## src/rtl/data_stream_out_pkg.sv

```systemverilog
// Shared definitions for the output data-stream path: unpacker FSM states and
// the 64-bit FIFO word geometry.
package data_stream_out_pkg;

  typedef enum logic [2:0] {
    ST_IDLE,
    ST_REQ,
    ST_SETTLE,
    ST_FILL,
    ST_STREAM,
    ST_DONE
  } unpack_state_t;

  localparam int WORD_BITS = 64;

  function automatic int pixels_per_word(input int pix_bits);
    return WORD_BITS / pix_bits;
  endfunction

endpackage

```

## src/rtl/edge_generator.sv

```systemverilog
// Rising-edge detector built on a 1-cycle registered copy of the input.
module edge_generator (
  input  logic clk,
  input  logic rst_n,
  input  logic sig,
  output logic rise
);

  logic sig_reg;

  // Reset to 1 so a level that is already high out of reset is not an edge.
  always_ff @(posedge clk or negedge rst_n) begin
    if (!rst_n) sig_reg <= 1'b1;
    else        sig_reg <= sig;
  end

  assign rise = sig & ~sig_reg;

endmodule

```

## src/rtl/out_pixel_unpacker.sv

```systemverilog
// Requests a frame from the upstream FIFO stage, then unpacks 64-bit words into
// PIX_BITS pixels (least-significant lane first), one per de_in cycle.
module out_pixel_unpacker
  import data_stream_out_pkg::*;
#(
  parameter int PIX_BITS = 16,
  parameter int REQ_HOLD = 4,
  parameter int SETTLE   = 16
) (
  input  logic                rclk,
  input  logic                rst_n,
  input  logic                vs_in,
  input  logic                de_in,
  input  logic [23:0]         frame_pixels,
  output logic                rd_req,
  output logic                req_end,
  output logic                rd_data_en,
  input  logic [63:0]         rd_data,
  input  logic                fifo_empty,
  output logic [PIX_BITS-1:0] pix_data,
  output logic                pix_valid,
  output logic                underflow
);

  localparam int PPW    = pixels_per_word(PIX_BITS);
  localparam int LANE_W = (PPW > 1) ? $clog2(PPW) : 1;
  localparam logic [LANE_W-1:0] LAST_LANE = LANE_W'(PPW - 1);
  localparam logic [15:0] HOLD_LAST   = 16'(REQ_HOLD - 1);
  localparam logic [15:0] SETTLE_LAST = 16'(SETTLE - 1);

  unpack_state_t       state_reg;
  logic [15:0]         hold_cnt_reg;
  logic [23:0]         frame_pixels_reg;
  logic [23:0]         pix_cnt_reg;
  logic [LANE_W-1:0]   lane_reg;
  logic [63:0]         cur_word_reg, nxt_word_reg;
  logic                cur_valid_reg, nxt_valid_reg;
  logic                rd_pend_reg, restart_reg;
  logic                rd_req_reg, req_end_reg, rd_data_en_reg;
  logic [PIX_BITS-1:0] pix_data_reg;
  logic                pix_valid_reg, underflow_reg;

  logic       vs_rise;
  logic       in_fetch, stream_de, last_pix, pop, arrive, issue;
  logic [1:0] occ;

  edge_generator u_vs_edge (
    .clk   (rclk),
    .rst_n (rst_n),
    .sig   (vs_in),
    .rise  (vs_rise)
  );

  // occ is the buffer occupancy after this cycle, counting a word landing now.
  always_comb begin
    in_fetch  = (state_reg == ST_FILL) || (state_reg == ST_STREAM);
    stream_de = (state_reg == ST_STREAM) && de_in && !vs_rise;
    last_pix  = stream_de && ((pix_cnt_reg + 24'd1) == frame_pixels_reg);
    pop       = stream_de && cur_valid_reg && (lane_reg == LAST_LANE);
    arrive    = rd_pend_reg && in_fetch;
    occ       = {1'b0, cur_valid_reg} + {1'b0, nxt_valid_reg} + {1'b0, arrive} - {1'b0, pop};
    issue     = in_fetch && !vs_rise && !last_pix && !fifo_empty && !rd_data_en_reg && (occ < 2'd2);
  end

  always_ff @(posedge rclk or negedge rst_n) begin
    if (!rst_n) begin
      state_reg        <= ST_IDLE;
      hold_cnt_reg     <= '0;
      frame_pixels_reg <= '0;
      pix_cnt_reg      <= '0;
      lane_reg         <= '0;
      cur_word_reg     <= '0;
      nxt_word_reg     <= '0;
      cur_valid_reg    <= 1'b0;
      nxt_valid_reg    <= 1'b0;
      rd_pend_reg      <= 1'b0;
      restart_reg      <= 1'b0;
      rd_req_reg       <= 1'b0;
      req_end_reg      <= 1'b0;
      rd_data_en_reg   <= 1'b0;
      pix_data_reg     <= '0;
      pix_valid_reg    <= 1'b0;
      underflow_reg    <= 1'b0;
    end else begin
      rd_data_en_reg <= 1'b0;
      pix_valid_reg  <= 1'b0;
      rd_pend_reg    <= rd_data_en_reg;
      if (vs_rise && state_reg != ST_IDLE) begin
        // Abort: signal frame end upstream, then restart; a word in flight is dropped.
        state_reg        <= ST_DONE;
        restart_reg      <= 1'b1;
        req_end_reg      <= 1'b1;
        rd_req_reg       <= 1'b0;
        hold_cnt_reg     <= '0;
        frame_pixels_reg <= frame_pixels;
        cur_valid_reg    <= 1'b0;
        nxt_valid_reg    <= 1'b0;
      end else begin
        case (state_reg)
          ST_IDLE: begin
            if (vs_rise) begin
              state_reg        <= ST_REQ;
              rd_req_reg       <= 1'b1;
              hold_cnt_reg     <= '0;
              frame_pixels_reg <= frame_pixels;
              underflow_reg    <= 1'b0;
            end
          end
          ST_REQ: begin
            if (hold_cnt_reg == HOLD_LAST) begin
              state_reg    <= ST_SETTLE;
              rd_req_reg   <= 1'b0;
              hold_cnt_reg <= '0;
            end else begin
              hold_cnt_reg <= hold_cnt_reg + 16'd1;
            end
          end
          ST_SETTLE: begin
            cur_valid_reg <= 1'b0;
            nxt_valid_reg <= 1'b0;
            lane_reg      <= '0;
            pix_cnt_reg   <= '0;
            if (hold_cnt_reg == SETTLE_LAST) begin
              hold_cnt_reg <= '0;
              if (frame_pixels_reg == 24'd0) begin
                state_reg   <= ST_DONE;
                req_end_reg <= 1'b1;
                restart_reg <= 1'b0;
              end else begin
                state_reg <= ST_FILL;
              end
            end else begin
              hold_cnt_reg <= hold_cnt_reg + 16'd1;
            end
          end
          ST_FILL, ST_STREAM: begin
            rd_data_en_reg <= issue;
            // Returned word goes to whichever slot is empty after this cycle's pop.
            if (pop) begin
              cur_word_reg  <= nxt_word_reg;
              cur_valid_reg <= nxt_valid_reg;
              nxt_valid_reg <= 1'b0;
              if (arrive) begin
                if (nxt_valid_reg) begin
                  nxt_word_reg  <= rd_data;
                  nxt_valid_reg <= 1'b1;
                end else begin
                  cur_word_reg  <= rd_data;
                  cur_valid_reg <= 1'b1;
                end
              end
            end else if (arrive) begin
              if (!cur_valid_reg) begin
                cur_word_reg  <= rd_data;
                cur_valid_reg <= 1'b1;
              end else begin
                nxt_word_reg  <= rd_data;
                nxt_valid_reg <= 1'b1;
              end
            end
            if (state_reg == ST_FILL) begin
              if (cur_valid_reg) state_reg <= ST_STREAM;
            end else if (stream_de) begin
              pix_valid_reg <= 1'b1;
              pix_cnt_reg   <= pix_cnt_reg + 24'd1;
              if (cur_valid_reg) begin
                pix_data_reg <= cur_word_reg[lane_reg*PIX_BITS +: PIX_BITS];
                lane_reg     <= (lane_reg == LAST_LANE) ? '0 : lane_reg + 1'b1;
              end else begin
                pix_data_reg  <= '0;
                underflow_reg <= 1'b1;
              end
              if (last_pix) begin
                state_reg    <= ST_DONE;
                req_end_reg  <= 1'b1;
                hold_cnt_reg <= '0;
                restart_reg  <= 1'b0;
              end
            end
          end
          ST_DONE: begin
            if (hold_cnt_reg == HOLD_LAST) begin
              req_end_reg  <= 1'b0;
              hold_cnt_reg <= '0;
              if (restart_reg) begin
                state_reg     <= ST_REQ;
                rd_req_reg    <= 1'b1;
                underflow_reg <= 1'b0;
                restart_reg   <= 1'b0;
              end else begin
                state_reg <= ST_IDLE;
              end
            end else begin
              hold_cnt_reg <= hold_cnt_reg + 16'd1;
            end
          end
          default: state_reg <= ST_IDLE;
        endcase
      end
    end
  end

  assign rd_req     = rd_req_reg;
  assign req_end    = req_end_reg;
  assign rd_data_en = rd_data_en_reg;
  assign pix_data   = pix_data_reg;
  assign pix_valid  = pix_valid_reg;
  assign underflow  = underflow_reg;

endmodule
```

## config.mk

```make
export PLATFORM = sky130hd
export DESIGN_NAME = out_pixel_unpacker
export DESIGN_NICKNAME = d
export VERILOG_FILES = /design/src/rtl/data_stream_out_pkg.sv /design/src/rtl/edge_generator.sv /design/src/rtl/out_pixel_unpacker.sv
export SDC_FILE = /design/constraint.sdc
export NUM_CORES = 1
export LEC_CHECK = 0
export CORE_UTILIZATION = 45
export CTS_BUF_LIST = sky130_fd_sc_hd__clkbuf_8
export CTS_CLUSTER_SIZE = 20
export DETAILED_ROUTE_END_ITERATION = 6
export GPL_ROUTABILITY_DRIVEN = 0
export PLACE_DENSITY = 0.75
export SLEW_MARGIN = 20
export SYNTH_ARGS = -nofsm -noshare
export SYNTH_HDL_FRONTEND = slang
export SYNTH_SLANG_ARGS = --single-unit
```

## constraint.sdc

```tcl
create_clock -name rclk -period 7.8 [get_ports rclk]
set_input_delay 2.34 -clock rclk [delete_from_list [all_inputs] [get_ports rclk]]
set_output_delay 2.34 -clock rclk [all_outputs]
set_load 0.05 [all_outputs]
```

== Word level (Yosys, flattened, before mapping) ==
Index checks and enable logic that the tools add are counted.
Cells by class
  add/sub/neg operators: 6
  reductions and logical operators: 45
  div/mod/pow operators: 0
  order comparisons: 1
  equal/unequal tests: 32
  bitwise logic cells: 4
  $mul: 0
  shifts and indexed selects: 1
  muxes and demuxes: 87
Operator list (number)
  64-bit two-way mux: 10
  16-bit two-way mux: 8
  24-bit two-way mux: 5
  16-bit one-hot mux with 4 select lines: 1
  64-bit by 7-bit indexed part select with 16-bit output: 1
  24-bit one-hot mux with 2 select lines: 1
  1-bit two-way mux: 40
  3-bit two-way mux: 10
  3-bit inequality test, second input constant: 9
  24-bit by 1-bit adder with 24-bit output, second input constant: 1
  24-bit == test: 1
  24-bit zero test: 1
  4-bit inequality test, second input constant: 5
  5-bit AND reduction: 4
  16-bit by 1-bit adder with 16-bit output, second input constant: 1
  16-bit by 2-bit == test with 1-bit output, second input constant: 1
  16-bit by 4-bit == test with 1-bit output, second input constant: 1
  2-bit inequality test, second input constant: 8
  3-bit one-hot mux with 5 select lines: 1
  7-bit AND reduction: 2
  1-bit logical AND: 12
  1-bit one-hot mux with 3 select lines: 4
  4-bit AND reduction: 3
  2-bit nonzero test: 5
  25 further kinds: 41
Word-level totals
  ROM bits: 0
  flip-flop bits (word level): 223
  logic and storage cells: 194
  input bits: 93
  memory bits (writable): 0
  latch bits: 0
  memories kept: 0
  output and inout port bits: 21

== Longest topological paths before layout ==
  depth after elaboration: 12
  mapped depth: 13
  mapped depth without buffers: 12

== By module ==
A second synthesis with hierarchy kept.
Second synthesis, totals
  cell total of the unflattened synthesis: 1028
  area total of the unflattened synthesis: 11163.2 sq um
By module, submodules not included
  out_pixel_unpacker: instances 1, cells an instance 1026, area each 11123.2 sq um, sequential area each 5555.3 sq um
  edge_generator: instances 1, cells an instance 2, area each 40.0 sq um, sequential area each 26.3 sq um

== Worst setup path after synthesis ==
Ideal clock, no wire load.
  path kind: input to register
  from: input vs_in
  to: register req_end_reg, in the netlist req_end
  cell stages on the path: 11
  library setup time: 0.128 ns
  arrival time: 4.345 ns
  required time: 7.672 ns
  buffers on the path: 2
  slack: 3.328 ns
  cells stage by stage: nand2b_1 buf_2 nand4_2 inv_2 buf_2 o2111ai_1 a211oi_1 nand4_1 a2111o_1 a21oi_2 mux2_1
On the way
  cells in the longest elaborated chain, start to end: 6
Ends and longest elaborated chain
  start: declaration: RTL line out_pixel_unpacker.sv:12  | input logic vs_in,
  1-bit bitwise AND *: RTL line edge_generator.sv:17  | assign rise = sig & ~sig_reg;
  1-bit zero test: RTL line out_pixel_unpacker.sv:57  | stream_de = (state_reg == ST_STREAM) && de_in && !vs_rise;
  1-bit logical AND: RTL line out_pixel_unpacker.sv:57
  1-bit logical AND: RTL line out_pixel_unpacker.sv:58  | last_pix = stream_de && ((pix_cnt_reg + 24'd1) == frame_pixels_reg);
  3-bit inequality test (no line)
  7-bit AND reduction (no line)
  end signal: assignment: RTL line out_pixel_unpacker.sv:79  | req_end_reg <= 1'b0;
  end signal: assignment: RTL line out_pixel_unpacker.sv:92  | req_end_reg <= 1'b1;
  end signal: assignment: RTL line out_pixel_unpacker.sv:127  | req_end_reg <= 1'b1;
  end: declaration: RTL line out_pixel_unpacker.sv:39  | logic rd_req_reg, req_end_reg, rd_data_en_reg;
Every way passes the cells marked *; elsewhere a longest branch is shown, timed or not.
A chain may end at the register's enable or synchronous reset.

== Worst setup path after layout ==
  from: input vs_in
  to: register nxt_word_reg[43]
On the way
  cells in the longest elaborated chain, start to end: 7
Ends and longest elaborated chain
  1-bit bitwise AND *: RTL line edge_generator.sv:17
  1-bit zero test: RTL line out_pixel_unpacker.sv:57
  1-bit logical AND: RTL line out_pixel_unpacker.sv:57
  1-bit logical AND (2 in a row): RTL line out_pixel_unpacker.sv:59  | pop = stream_de && cur_valid_reg && (lane_reg == LAST_LANE);
  2-bit inequality test (no line) or 2-bit nonzero test (tied branches)
  5-bit AND reduction (no line)
  end signal: assignment: RTL line out_pixel_unpacker.sv:145  | nxt_word_reg <= rd_data;
  end signal: assignment: RTL line out_pixel_unpacker.sv:157  | nxt_word_reg <= rd_data;
  end: declaration: RTL line out_pixel_unpacker.sv:36  | logic [63:0] cur_word_reg, nxt_word_reg;
Marks and branches as above.

==> metrics.yaml <==
status:
  status: "complete, no violations"
cts:
  cts_resized: 0
  clock_latency_ns: 0.54
  cts_sinks: 223
  cts_buffers: 38
  cts_tree: "yes"
  htreeDepth: 2
  root_buffer: "clkbuf_8"
  clockBufferDepth: 3
  clkTransAtPathRegs_ns: 0.06
  cts_hold_buf: 0
  post_cts.repair.setup_buffers: 0
routing:
  route.detailed.drc: 0
  routed_wl_um: 26290
  antenna_left: 0
  drt-initial-drc-count: 548
  via_per_inst: 5.635
  vias: 8357
  wl_per_cell_um: 17.73
  drt-pass1-iter-count: 5
setup_path:
  ff2ff_setup_slack_ns: 4.41
  r2r-start: "pix_cnt_reg[0]"
  ff2ff_path_depth: 9
  crit_slowest_cell: "nor2_4"
  start_kind: "input port"
  max_stage_delay_ns: 0.63
  path_common_cell: "buf_4"
  required_ns: 8.21
  crit_chain: "clkdlybuf4s50_1 > nand2b_1 > buf_4 > nand4_2 > inv_2 > and2_1 > nand2_1 > nor2_1 > nor2_4 > buf_4 > mux2_2"
  worst_setup_path_end_kind: "flop"
  crit_type: "input port to flop"
  critPathMaxFanout: 34
  r2r-end: "hold_cnt_reg[6]"
  worstPathArrival_ns: 5.49
timing:
  hold_ws_ns: 0.4552
  slew_violations: 0
  finalClockSkew_ns: 0.01528
  hold_viol: 0
  worst_pin_slew_ns: 1.095
  max_slew_margin_pct: 27.03
  final.period_utilization_pct: 65.11
  fin_tns_setup_ns: 0
  rsz0062_at_grt: "false"
  post-route-min-period_ns: 5.078
  fmaxAchievable_mhz: 196.9
  setup_slack_ns: 2.722
  finalSetupViolCount: 0
synthesis:
  synth_nets: 1140
  ys_warn_count: 0
  yosys.area_share.adder_pct: 0.5712
  ys_ff_latch: 223
  ys_seq_area_share_pct: 50.96
  synth_ff_type: "dfrtp_1"
  syn-cell-area_um2: 10950
  synth_top_family_by_area: "multiplexers"
  synth-compound-area-share_pct: 13.08
  synth.area.mux_share_pct: 15.82
  synth.distinct_cells: 68
  yosys.area_share.simple_pct: 13.78
  synthArstFlopShare_pct: 100.0
  syn_avg_cell_area_um2: 10.51
  synth_edf_count: 0
  netlist_instances: 1042
  synth-xor-area-share_pct: 2.559
place:
  dp_slack_ns: 2.172
  port_buffers: 113
  placedInstanceArea_um2: 12310
  dp_hpwl_um: 17630
min_path:
  hold_end: "rd_pend_reg"
  hp-class: "flop to flop"
  whs_path_depth: 0
  hold_start: "rd_data_en"
floorplanning:
  ioPinCount: 114
  die_height_um: 158.0
  core_area_um2: 23680
  start_util_pct: 46.25
  fp.dieArea_um2: 24970
  fp.dieW_um: 158.0
  placementRows: 56
grt:
  track_usage_pct: 22.06
  grt_max_degree: 82
  grt_pass1_wl_um: 43080
  grt_pass1_vias: 8435
  antenna_found_initial: 3
  grt-ovfl-total: 0
layout:
  drive_above_1_share_pct: 13.41
  most-common-layout-cells: "dfrtp_1 (222), clkdlybuf4s50_1 (112), nor2_1 (100), nand2_1 (100), a21oi_1 (93)"
  area_growth_pct: 19.81
  finalNetCount: 1232
  final_common_cell: "dfrtp_1"
  stdcell_area_um2: 13120
pwr:
  power_w: 0.003711
  p_leak_nw: 6.356
  ir_worst_vdd_uv: 199.0
  power_density_nw_per_um2: 282.8
flow_run:
  cap_violations: 0
-- kinds of logic after synthesis --
logic type      count (synthesis)
simple gates                  315
mux                           145
xor+xnor                       32
compound gates                236
buf+inv                        86
fa+ha+maj                       5
flops                         223
-- stage by stage --
stage / utilization (%) / std cells
floorplan: - / 1042
global placement: 51.96 / 1413
detailed placement: 51.96 / 1413
CTS: 55.40 / 1482
global route: 55.40 / 1482
finish: 55.41 / 1483
-- synthesized netlist by cell type (16+ instances only) --
master / count / area (µm²)
a21oi_1: 94 / 470.5
a22o_1: 20 / 175.2
a31oi_1: 23 / 143.9
buf_2: 19 / 95.09
clkbuf_1: 45 / 168.9
dfrtp_1: 222 / 5555
mux2_2: 50 / 563.0
mux2i_1: 64 / 640.6
mux4_2: 16 / 360.4
nand2_1: 100 / 375.4
nand3_1: 24 / 120.1
nor2_1: 101 / 379.1
o21ai_0: 53 / 265.3
xnor2_1: 16 / 140.1
xor2_1: 16 / 140.1
-- cell type report --
| cell class | count | area [µm²] |
|---|---|---|
| fill | 2097 | 10560 |
| timing repair buffer | 126 | 1234 |
| clock buffer | 50 | 688.2 |
| clock inverter | 19 | 126.4 |
| sequential | 223 | 5582 |
| multi-input combinational | 733 | 5046 |
| antenna | 1 | 2.502 |
| inverter | 12 | 45.04 |
| tap | 319 | 399.1 |
-- critical path: cells and delay by family --
family,cells,cell delay (ns)
and+or+nand+nor,6,1.40
buffers and inverters,4,1.34
muxes,1,0.37
-- worst max-delay path by stage --
| stage | from | to | cells past startpoint |
|---|---|---|---|
| global route | vs_in | nxt_word_reg[12] | 11 |
| global placement | vs_in | nxt_word_reg[41] | 11 |
| finish | vs_in | nxt_word_reg[43] | 11 |
| detailed placement | vs_in | nxt_word_reg[59] | 11 |
| floorplan | vs_in | req_end | 11 |
| CTS | vs_in | nxt_word_reg[43] | 11 |
-- per-layer routing --
| metal | part of all wire (%) | wire, µm | global-route usage, % | vias up |
|---|---|---|---|---|
| li1 | - | - | - | 3933 |
| met1 | 42 | 10960 | 28.31 | 4132 |
| met2 | 50 | 13100 | 37.38 | 244 |
| met3 | 6.4 | 1695 | 4.708 | 46 |
| met4 | 2.0 | 524 | 6.548 | 2 |
| met5 | 0.057 | 15 | 0 | - |
-- report_power, final --
part           switching, W  internal [W]  leakage [nW]
sequential         0.000226       0.00143          2.94
combinational      0.000512      0.000446          2.95
clock              0.000479      0.000614         0.462
Note: power is estimated with default switching activity, not from simulation.
